### config.mk
export PLATFORM = sky130hd
export DESIGN_NAME = symmetric_pattern_gen
export DESIGN_NICKNAME = d
export VERILOG_FILES = /design/src/rtl/symmetric_pattern_gen.sv
export SDC_FILE = /design/constraint.sdc
export NUM_CORES = 1
export LEC_CHECK = 0
export CAP_MARGIN = 20
export CORE_AREA = 2 2 75 77
export CTS_BUF_LIST = sky130_fd_sc_hd__clkbuf_8
export CTS_CLUSTER_DIAMETER = 150
export CTS_CLUSTER_SIZE = 24
export DETAILED_ROUTE_END_ITERATION = 8
export DIE_AREA = 0 0 77 79
export HOLD_SLACK_MARGIN = 0.05
export PLACE_DENSITY = 0.75
export REMOVE_ABC_BUFFERS = 1
export SYNTH_ARGS = -nofsm -noshare
export SYNTH_HDL_FRONTEND = slang
export SYNTH_SLANG_ARGS = --single-unit
### constraint.sdc
create_clock -name clk -period 3.75 [get_ports clk]
set_input_delay 0.75 -clock clk [delete_from_list [all_inputs] [get_ports clk]]
set_output_delay 0.75 -clock clk [all_outputs]
set_load 0.02 [all_outputs]
### src/rtl/symmetric_pattern_gen.sv
// symmetric_pattern_gen
// Emits a burst of mirrored bytes over a valid/ready stream. Each byte is
// built from a 4-bit half-pattern h: the low nibble is h, the high nibble is
// h bit-reversed, optionally XOR-corrupted per mirrored pair by a latched mask.
// Alongside the data it reports the symmetry flag and mismatch count that a
// symmetry detector should produce for every byte of the burst.
module symmetric_pattern_gen #(
  parameter logic [3:0] SEED = 4'h1
) (
  input  logic       clk,
  input  logic       rst,
  input  logic       start,
  input  logic [1:0] mode,
  input  logic [3:0] half_in,
  input  logic [3:0] err_mask,
  input  logic [7:0] num_bytes,
  input  logic       ready,
  output logic [7:0] data,
  output logic       valid,
  output logic       exp_sym,
  output logic [2:0] exp_mismatch,
  output logic [7:0] seq_cnt,
  output logic       busy,
  output logic       done
);

  typedef enum logic [1:0] {
    ST_IDLE = 2'd0,
    ST_LOAD = 2'd1,
    ST_SEND = 2'd2,
    ST_DONE = 2'd3
  } state_t;

  localparam logic [1:0] MODE_FIXED = 2'd0;
  localparam logic [1:0] MODE_COUNT = 2'd1;
  localparam logic [1:0] MODE_LFSR  = 2'd2;
  localparam logic [1:0] MODE_WALK  = 2'd3;

  // An all-zero LFSR state would lock up, so a zero seed falls back to 1.
  localparam logic [3:0] SEED_EFF = (SEED == 4'h0) ? 4'h1 : SEED;

  // Number of set bits in a nibble (0..4).
  function automatic logic [2:0] popcount4(input logic [3:0] v);
    popcount4 = {2'b00, v[0]} + {2'b00, v[1]} + {2'b00, v[2]} + {2'b00, v[3]};
  endfunction

  // Mirrored byte: low nibble is h, bit 7-k carries h[k] flipped by m[k].
  function automatic logic [7:0] form_byte(input logic [3:0] h, input logic [3:0] m);
    form_byte = {h[0] ^ m[0], h[1] ^ m[1], h[2] ^ m[2], h[3] ^ m[3], h};
  endfunction

  // Latched burst configuration
  state_t     state_r;
  logic [1:0] mode_r;
  logic [3:0] half_r;
  logic [3:0] mask_r;
  logic [7:0] num_r;

  // Running half-pattern and registered outputs
  logic [3:0] h_r;
  logic [7:0] data_r;
  logic       valid_r;
  logic       exp_sym_r;
  logic [2:0] exp_mismatch_r;
  logic [7:0] seq_cnt_r;
  logic       busy_r;
  logic       done_r;

  // Combinational helpers
  logic [3:0] init_h_s;
  logic [3:0] next_h_s;
  logic       xfer_s;
  logic       last_s;

  assign data         = data_r;
  assign valid        = valid_r;
  assign exp_sym      = exp_sym_r;
  assign exp_mismatch = exp_mismatch_r;
  assign seq_cnt      = seq_cnt_r;
  assign busy         = busy_r;
  assign done         = done_r;

  // Pick the first half-pattern of the burst from the latched value and mode.
  always_comb begin
    init_h_s = half_r;
    case (mode_r)
      MODE_FIXED: init_h_s = half_r;
      MODE_COUNT: init_h_s = half_r;
      MODE_LFSR: begin
        if (half_r == 4'h0) begin
          init_h_s = SEED_EFF;
        end else begin
          init_h_s = half_r;
        end
      end
      MODE_WALK: begin
        if (popcount4(half_r) == 3'd1) begin
          init_h_s = half_r;
        end else begin
          init_h_s = 4'b0001;
        end
      end
      default: init_h_s = half_r;
    endcase
  end

  // Advance the half-pattern by one step of the latched mode.
  always_comb begin
    next_h_s = h_r;
    case (mode_r)
      MODE_FIXED: next_h_s = h_r;
      MODE_COUNT: next_h_s = h_r + 4'd1;
      MODE_LFSR:  next_h_s = {h_r[2:0], h_r[3] ^ h_r[2]};
      MODE_WALK:  next_h_s = {h_r[2:0], h_r[3]};
      default:    next_h_s = h_r;
    endcase
  end

  // Handshake decode; num_r of 0 wraps to 255 so a 256-byte burst ends on index 255.
  always_comb begin
    xfer_s = valid_r & ready;
    last_s = (seq_cnt_r == (num_r - 8'd1));
  end

  // Burst sequencer with all outputs registered.
  always_ff @(posedge clk or posedge rst) begin
    if (rst) begin
      state_r        <= ST_IDLE;
      mode_r         <= 2'd0;
      half_r         <= 4'h0;
      mask_r         <= 4'h0;
      num_r          <= 8'd0;
      h_r            <= 4'h0;
      data_r         <= 8'h00;
      valid_r        <= 1'b0;
      exp_sym_r      <= 1'b0;
      exp_mismatch_r <= 3'd0;
      seq_cnt_r      <= 8'd0;
      busy_r         <= 1'b0;
      done_r         <= 1'b0;
    end else begin
      done_r <= 1'b0;
      case (state_r)
        ST_IDLE: begin
          // Configuration is captured as start is accepted so that the
          // LOAD cycle works from a stable copy regardless of later inputs.
          if (start) begin
            mode_r         <= mode;
            half_r         <= half_in;
            mask_r         <= err_mask;
            num_r          <= num_bytes;
            exp_sym_r      <= (err_mask == 4'h0);
            exp_mismatch_r <= popcount4(err_mask);
            seq_cnt_r      <= 8'd0;
            busy_r         <= 1'b1;
            state_r        <= ST_LOAD;
          end else begin
            state_r <= ST_IDLE;
          end
        end
        ST_LOAD: begin
          h_r       <= init_h_s;
          data_r    <= form_byte(init_h_s, mask_r);
          seq_cnt_r <= 8'd0;
          valid_r   <= 1'b1;
          busy_r    <= 1'b1;
          state_r   <= ST_SEND;
        end
        ST_SEND: begin
          if (xfer_s) begin
            seq_cnt_r <= seq_cnt_r + 8'd1;
            h_r       <= next_h_s;
            if (last_s) begin
              data_r  <= 8'h00;
              valid_r <= 1'b0;
              busy_r  <= 1'b0;
              done_r  <= 1'b1;
              state_r <= ST_DONE;
            end else begin
              data_r  <= form_byte(next_h_s, mask_r);
              state_r <= ST_SEND;
            end
          end else begin
            state_r <= ST_SEND;
          end
        end
        ST_DONE: begin
          state_r <= ST_IDLE;
        end
        default: begin
          valid_r <= 1'b0;
          busy_r  <= 1'b0;
          state_r <= ST_IDLE;
        end
      endcase
    end
  end

endmodule

* Word-level counts from Yosys, hierarchy flattened
Index checks and enable logic that the tools add are counted.
Word-level totals: flip-flop bits (word level) 47, logic and storage cells 79
Operators by class: add/sub/neg operators 9, equality and inequality tests 11, multiplexer cells 24, bitwise operators 10, reduce and logical (&&, ||, !) cells 12
Operators by type and width (number):
- 8-bit 2-to-1 mux | 4
- 8-bit one-hot mux with 3 select lines | 1
- 4-bit one-hot mux with 4 select lines | 1
- 8-bit one-hot mux with 2 select lines | 1
- 4-bit 2-to-1 mux | 3
- 4-bit one-hot mux with 3 select lines | 1
- 1-bit XOR | 9
- 8-bit by 1-bit adder with 8-bit output, second input constant | 1
- 2-bit equality test, second input constant | 4
- 8-bit equality test | 1
- 4-bit logical NOT | 2
- 1-bit 2-to-1 mux | 8
- 2-bit one-hot mux with 4 select lines | 1
- 4-bit one-hot mux with 2 select lines | 1
- 8-bit by 1-bit subtractor with 8-bit output, second input constant | 1
- 2-bit by 1-bit adder with 3-bit output | 2
- 3-bit by 1-bit adder with 3-bit output | 2
- 2-bit inequality test, second input constant | 3
- 3-bit AND reduction | 2
- 1-bit by 1-bit adder with 2-bit output | 2
- 4-bit by 1-bit adder with 4-bit output, second input constant | 1
- 2-bit by 1-bit equality test with 1-bit output, second input constant | 2
- 2-bit logical NOT | 2
- 2-bit AND reduction | 2
- other kinds (9) | 9

* Depth between registers and ports, before layout
Gate-level depths: netlist of the first run.
depth in word-level cells 8, mapped depth 10, gate-level depth less buffers 10

* Worst setup path after synthesis of the first run
No wires, ideal clock.
kind reg-to-reg, start point register half_r[0], end point register data_r[6] (netlist: data[6]), data arrival time 2.541 ns, data required time 3.629 ns, slack 1.087 ns, cell stages (with the launch flop) 11, path buffers 0, period minus slack after synthesis 2.663 ns, cell sequence dfrtp_1 inv_1 fa_1 inv_1 ha_1 ha_1 o311ai_0 nand3_1 xor2_1 o21ai_0 o22a_1
On the way: word-level cells in the longest chain between the ends 8
Ends and longest elaborated chain:
- start, declared | RTL line 55 | logic [3:0] half_r;
- start signal, assigned | RTL line 149 | half_r <= half_in;
- 1-bit by 1-bit adder with 2-bit output | RTL line 44 | popcount4 = {2'b00, v[0]} + {2'b00, v[1]} + {2'b00, v[2]} + {2'b00, v[3]};
- 2-bit by 1-bit adder with 3-bit output | RTL line 44
- 3-bit by 1-bit adder with 3-bit output | RTL line 44
- 3-bit by 1-bit equality test with 1-bit output | RTL line 97 | if (popcount4(half_r) == 3'd1) begin
- 4-bit 2-to-1 mux | RTL line 97
- 4-bit one-hot mux with 3 select lines * | RTL line 86 | case (mode_r)
- 1-bit XOR * | RTL line 49 | form_byte = {h[0] ^ m[0], h[1] ^ m[1], h[2] ^ m[2], h[3] ^ m[3], h};
- 8-bit one-hot mux with 2 select lines * | RTL line 143 | case (state_r)
- end signal, assigned | RTL line 163 | data_r <= form_byte(init_h_s, mask_r);
- end signal, assigned | RTL line 180 | data_r <= form_byte(next_h_s, mask_r);
- end, declared | RTL line 61 | logic [7:0] data_r;
Every way passes the cells marked *; elsewhere a longest branch is shown, timed or not. A chain may end at the register's enable or synchronous reset.

* Final worst setup path of the first run
Ends and elaborated chain as after synthesis.

==> reports/results.ini, run 1 <==
[status]
status=complete, no violations

[worst_setup_path]
end_kind=flop
regToRegStartpoint=half_r[0]$_DFFE_PP0P_
critPathLaunchType=flop
reg2reg_depth=10
cp-endpoint=data[6]$_DFFE_PP0P_
cp_cell_sequence=inv_1 -> fa_1 -> inv_1 -> ha_1 -> ha_1 -> o311ai_0 -> nand3_1 -> xor2_1 -> o21ai_0 -> o22a_1
cp.arrival_ps=3140
critical_path.startpoint=half_r[0]$_DFFE_PP0P_
crit_cells=10
worstPathRequired_ps=3940
worstSetupPathType=reg2reg
r2r-end=data[6]$_DFFE_PP0P_
critPathSlowestCell=o311ai_0
rrSetupSlack_ps=810
critPathTopFamily=compound AO/OA/AOI/OAI gates
max_stage_delay_ps=730
crit_buf_inv=2
cp_max_fo=5

[timing]
fmax_mhz=340
fin_skew_ps=7.32
fin_setup_tns_ps=0
final.period_utilization_pct=78.5
worst_slack_ps=806
drv_slew=0
slew_headroom_pct=29.9
hold_viol_final=0
rsz0062_at_grt=false
period_minus_slack_ps=2940
tightest_slew_ps=1050
hold_slack_ps=505
report.final.setup_viol=0

[route]
dr.pass1.iters=4
route.met3.wl_um=226
wl_per_cell_um=14.0
routed_wl_um=5250
drc=0
via_per_inst=5.42
route.top_layer_used=met4
wl_met1_um=2430
wl_met2_um=2490
dr.first_iter.drc_count=130
final_antenna_net_count=0
vias=2032

[power]
pwr-share-comb_pct=52.7
p_sw_share_pct=42.7
switching_power_w=0.00113
clkPwrFrac_pct=12.5
vdd_ir_drop_max_mv=0.530
seqPwrFrac_pct=34.8
p_leak_nw=1.39
power_density_nw_per_um2=838
p_int_w=0.00153

[yosys]
synth_top_cell_by_area=dfrtp_1
syn_area_per_cell_um2=9.96
synth_area_leaders=dfrtp_1 (46%), mux2_2 (7.9%), ha_1 (5.3%), xnor2_1 (3.7%), xor2_1 (3.7%)
synth_warnings=0
async_flop_share_pct=100
ys_seq_area_share_pct=45.6
synth_enable_flop_cells=0
syn_area_um2=2580
ys_seq_elements=47
ys_types=41
synth_cells=259
ys.flop_type=dfrtp_1
synth_top_area_share_pct=45.6

[min_path]
hp-class=reg2reg
min_from=data[0]$_DFFE_PP0P_

[layout]
drive_above_1_share_pct=9.57
finalNonFillerCells=375
synthToLayoutAreaGrowth_pct=23.1
num-nets-final=337
multi_input_area_um2=1280
n_antenna_cell=0
seq_area_um2=1180
fillers=498
final_util_pct=59.5

[placement]
dp_slack_ps=780
gp_congestion=0.790
dp_hpwl_um=3760
dp_cells=367
portBuffers=44

[clock_tree]
cts_buffers=5
clk_latency_ps=300
root_buffer=clkbuf_8
htreeDepth=2
clkTransAtPathRegs_ps=80
cts.sinks=47
cts.path.max_buffers=2
ctsHoldBuffers=0
postCtsSetupBuffers=0
cts_tree=yes
cts_resized=0

[floorplan]
io_pins=45
core_area_um2=5340
initial_core_util_pct=48.3
dieArea_um2=6080
die_h_um=79
fp.dieW_um=77
rows=27

[grt]
grt_usage_pct=18.5
grt_pass1_wl_um=8990
grt_pass1_vias=1904
grt.overflow.total=0
grt_max_degree=48
antenna_found_initial=0

[run]
cap_viol_max_count=0

cell families (layout without fill, tap and decap cells):
group           Yosys count  in the layout  share of synthesized area, %
simple gates             82             82                          15.1
flops                    47             47                          45.6
compound gates           45             45                          11.6
buf+inv                  30             74                          4.66
xor+xnor                 22             22                          7.47
mux                      20             20                          8.64
fa+ha+maj                13             13                          6.89
power groups by stage:
stage	clock network, W	registers (W)	logic (W)
after global placement	0	0.000925	0.00136
after global routing	0.000360	0.000958	0.00158
after CTS	0.000337	0.000925	0.00141
final	0.000332	0.000927	0.00140
after floorplan	0	0.000972	0.000926
after detailed placement	0	0.000933	0.00140
sequential cells by signal (all words and copies together) (netlist names):
name,count
data,8
num_r,8
seq_cnt,8
h_r,4
half_r,4
mask_r,4
exp_mismatch,3
mode_r,2
state_r,2
busy,1
done,1
exp_sym,1
valid,1
worst min-delay path, cell delays in order (launching register included):
cell     delay [ps]
dfrtp_1         350
nand2_1          50
nand3_1          70
cells in the mapped netlist, types with 2 or more instances:
library cell,count
fa_1,2
xnor2_1,11
nor2b_1,4
nand2_1,24
and3_1,3
a21oi_1,12
a221oi_1,3
nand2b_1,4
a32oi_1,3
mux2i_1,2
dfrtp_1,47
nor2_1,24
a31oi_1,2
nand3_1,8
ha_1,11
a211oi_1,2
o21ai_0,10
mux2_2,18
nor3_1,3
inv_1,21
nand4_1,7
xor2_1,11
clkbuf_1,8
o311ai_0,2
metrics by stage:
stage / instance area (µm²) / total power (W)
6_report: 3180 / 0.00266
5_1_grt: 3180 / 0.00290
3_3_place_gp: 3080 / 0.00229
3_5_place_dp: 3080 / 0.00234
4_1_cts: 3180 / 0.00267
2_1_floorplan: 2540 / 0.00190
layout by cell type, fill, tap and decap left out, types with 8 or more instances in the layout:
cell,n
xnor2_1,11
mux2_2,18
xor2_1,11
nand3_1,8
dfrtp_1,47
ha_1,11
nand2_1,24
o21ai_0,10
a21oi_1,12
clkdlybuf4s50_1,44
nor2_1,24
inv_1,21
layer usage:
layer	track usage [%]	up-vias
met5	0	-
met4	6.61	0
met3	3.30	10
met2	29.8	50
met1	25.4	993
li1	-	979
worst min-delay path by stage:
stage                             to  slack, ps  cells after the start
2_1_floorplan  mask_r[0]$_DFFE_PP0P_        470                      2
3_3_place_gp        busy$_DFFE_PP0P_        490                      1
3_5_place_dp     data[0]$_DFFE_PP0P_        480                      2
4_1_cts             busy$_DFFE_PP0P_        510                      1
5_1_grt             busy$_DFFE_PP0P_        530                      1
6_report         data[0]$_DFFE_PP0P_        500                      2
final cells by class:
| type | count | area share (%) |
|---|---|---|
| Clock buffer | 7 | 3.03 |
| Tap cell | 72 | 2.84 |
| Timing Repair Buffer | 45 | 14.1 |
| Sequential cell | 47 | 37.0 |
| Multi-Input combinational cell | 182 | 40.4 |
| Clock inverter | 1 | 0.118 |
| Inverter | 21 | 2.48 |
Power figures use the tool's default switching activity.
==> inputs of run 2 (changes only) <==
--- a/config.mk
+++ b/config.mk
@@ -6,14 +6,14 @@
 export NUM_CORES = 1
 export LEC_CHECK = 0
 export CAP_MARGIN = 20
-export CORE_AREA = 2 2 75 77
+export CORE_AREA = 2 2 76 78
 export CTS_BUF_LIST = sky130_fd_sc_hd__clkbuf_8
 export CTS_CLUSTER_DIAMETER = 150
 export CTS_CLUSTER_SIZE = 24
 export DETAILED_ROUTE_END_ITERATION = 8
-export DIE_AREA = 0 0 77 79
+export DIE_AREA = 0 0 78 80
 export HOLD_SLACK_MARGIN = 0.05
-export PLACE_DENSITY = 0.75
+export PLACE_DENSITY = 0.76
 export REMOVE_ABC_BUFFERS = 1
 export SYNTH_ARGS = -nofsm -noshare
 export SYNTH_HDL_FRONTEND = slang
==> constraint.sdc (replaced) <==
create_clock -name clk -period 2.4 [get_ports clk]
set_input_delay 0.48 -clock clk [delete_from_list [all_inputs] [get_ports clk]]
set_output_delay 0.48 -clock clk [all_outputs]
set_load 0.02 [all_outputs]
==> run 2 against run 1 <==
The run now ends with negative setup slack left. Clock skew is 1.9 ps lower. Critical endpoint is now state_r[0]$_DFF_PP0_. Cell area up 13%. Power rose by 93%. Flip-flop and latch count did not move. Fmax is 11% higher. Count of clock-buffer cells in the layout is 2 lower. Clock power rose by 110%. Setup slack worse by 1000 ps.
==> reports/results.ini, run 2 (same netlist as run 1, synthesis figures left out) <==
[status]
status=finished with violations
violations=negative setup slack

[layout]
multi_input_area_um2=1430
synthToLayoutAreaGrowth_pct=39.7
seq_area_um2=1180
n_antenna_cell=0
final_cell_mix=dfrtp_1 (47), clkdlybuf4s50_1 (44), buf_4 (26), nand2_1 (22), nor2_1 (20)
mostFrequentLayoutCell=dfrtp_1
drive_above_1_share_pct=24.0
num-nets-final=367
fillers=419
finalNonFillerCells=405

[floorplan]
rows=27
fp.dieW_um=78
io_pins=45
core_area_um2=5410
dieArea_um2=6240
initial_core_util_pct=47.7
die_h_um=80

[route]
dr.pass1.iters=4
via_per_inst=5.44
vias=2204
drc=0
routed_wl_um=6170
wl_per_cell_um=15.2
dr.first_iter.drc_count=122
final_antenna_net_count=0

[worst_setup_path]
worstSetupPathType=reg2reg
critPathLaunchType=flop
cp.arrival_ps=2870
cp_max_fo=5
end_kind=flop
worstPathRequired_ps=2630

[power]
power_density_nw_per_um2=1420
vdd_ir_drop_max_mv=0.689
power.total_w=0.00513
p_leak_nw=1.58

[run]
cap_viol_max_count=0

[grt]
grt_pass1_wl_um=9970
antenna_found_initial=0
grt.overflow.total=0
grt_pass1_vias=2098
grt_max_degree=28
grt_usage_pct=20.4

[placement]
dp_cells=392
dp_hpwl_um=4190
gp_congestion=0.819
portBuffers=44

[timing]
tightest_slew_ps=512
fmax_mhz=379
report.final.setup_viol=13
period_minus_slack_ps=2640
slew_headroom_pct=65.8
drv_slew=0
fin_skew_ps=5.38
final.period_utilization_pct=110
rsz0062_at_grt=true
worst_slack_ps=-241
hold_viol_final=0

[clock_tree]
root_buffer=clkbuf_8
cts_tree=yes
cts_buffers=5
clkTransAtPathRegs_ps=90
clk_latency_ps=310
htreeDepth=2
cts.sinks=47
cts.path.max_buffers=2

[min_path]
hp-class=in2async

## run 2: cell types whose count changed in the layout (fill, tap and decap cells not counted), sizes merged
cell and change:
bufinv +2, clkbuf -2, buf +30
## run 2: final timing paths
| path | startpoint | endpoint | slack, ps | cells after the start |
|---|---|---|---|---|
| worst max-delay path | num_r[3]$_DFFE_PP0P_ | state_r[0]$_DFF_PP0_ | -240 | 8 |
| min in group clk | exp_mismatch[1]$_DFFE_PP0P_ | exp_mismatch[1]$_DFFE_PP0P_ | 520 | 1 |
| max in group asynchronous | rst | h_r[0]$_DFFE_PP0P_ | 1270 | 3 |
| worst min register to register | exp_mismatch[1]$_DFFE_PP0P_ | exp_mismatch[1]$_DFFE_PP0P_ | 520 | 1 |
| worst max register to register | num_r[3]$_DFFE_PP0P_ | state_r[0]$_DFF_PP0_ | -240 | 8 |
| worst min-delay path | rst | num_r[5]$_DFFE_PP0P_ | 520 | 2 |
## run 2: repair_timing
action                     in CTS  in global routing
pin swaps                      18                 15
buffers inserted                2                  3
setup endpoints to repair      16                 16
hold buffers                    0                  0
gates resized for setup        16                 23
## run 2: power by group
part	total, W	switching, W	leakage [nW]	internal [W]
clock network	0.000688	0.000276	0.0695	0.000412
logic	0.00298	0.00155	0.934	0.00143
registers	0.00146	0.000339	0.573	0.00112
total	0.00513	0.00216	1.58	0.00296
## run 2: cell type report
class	instances	area share, %
Tap cell	72	2.50
Clock buffer	5	1.91
Sequential cell	47	32.6
Multi-Input combinational cell	182	39.8
Inverter	21	2.19
Timing Repair Buffer	75	19.2
Clock inverter	3	1.77
## run 2: through the flow
step	area [µm²]	TNS, ps	hold WS [ps]	setup slack [ps]	utilization (%)
final	3600	-2380	515	-241	66.7
after global routing	3600	-4000	541	-364	66.7
after CTS	3470	-1670	516	-187	64.2
after detailed placement	3260	-2150	495	-196	60.4
after global placement	3260	-1330	488	-147	60.4
after floorplan	2540	-2430	472	-298	-
## run 2: metal layers
layer  track usage (%)  up-vias  share of wire [%]
met5                 0        -                  0
met4              7.02        0                3.1
met3              4.30       16                4.0
met2              34.0       61                 50
met1              26.6     1078                 43
li1                  -     1049                  -
## run 2: critical path: stages, from the launching register on
cell,delay [ps]
dfrtp_1,390
or4_4,540
buf_4,150
nor3_1,280
o211ai_1,190
a2111o_1,560
buf_4,180
buf_6,110
o31ai_4,150
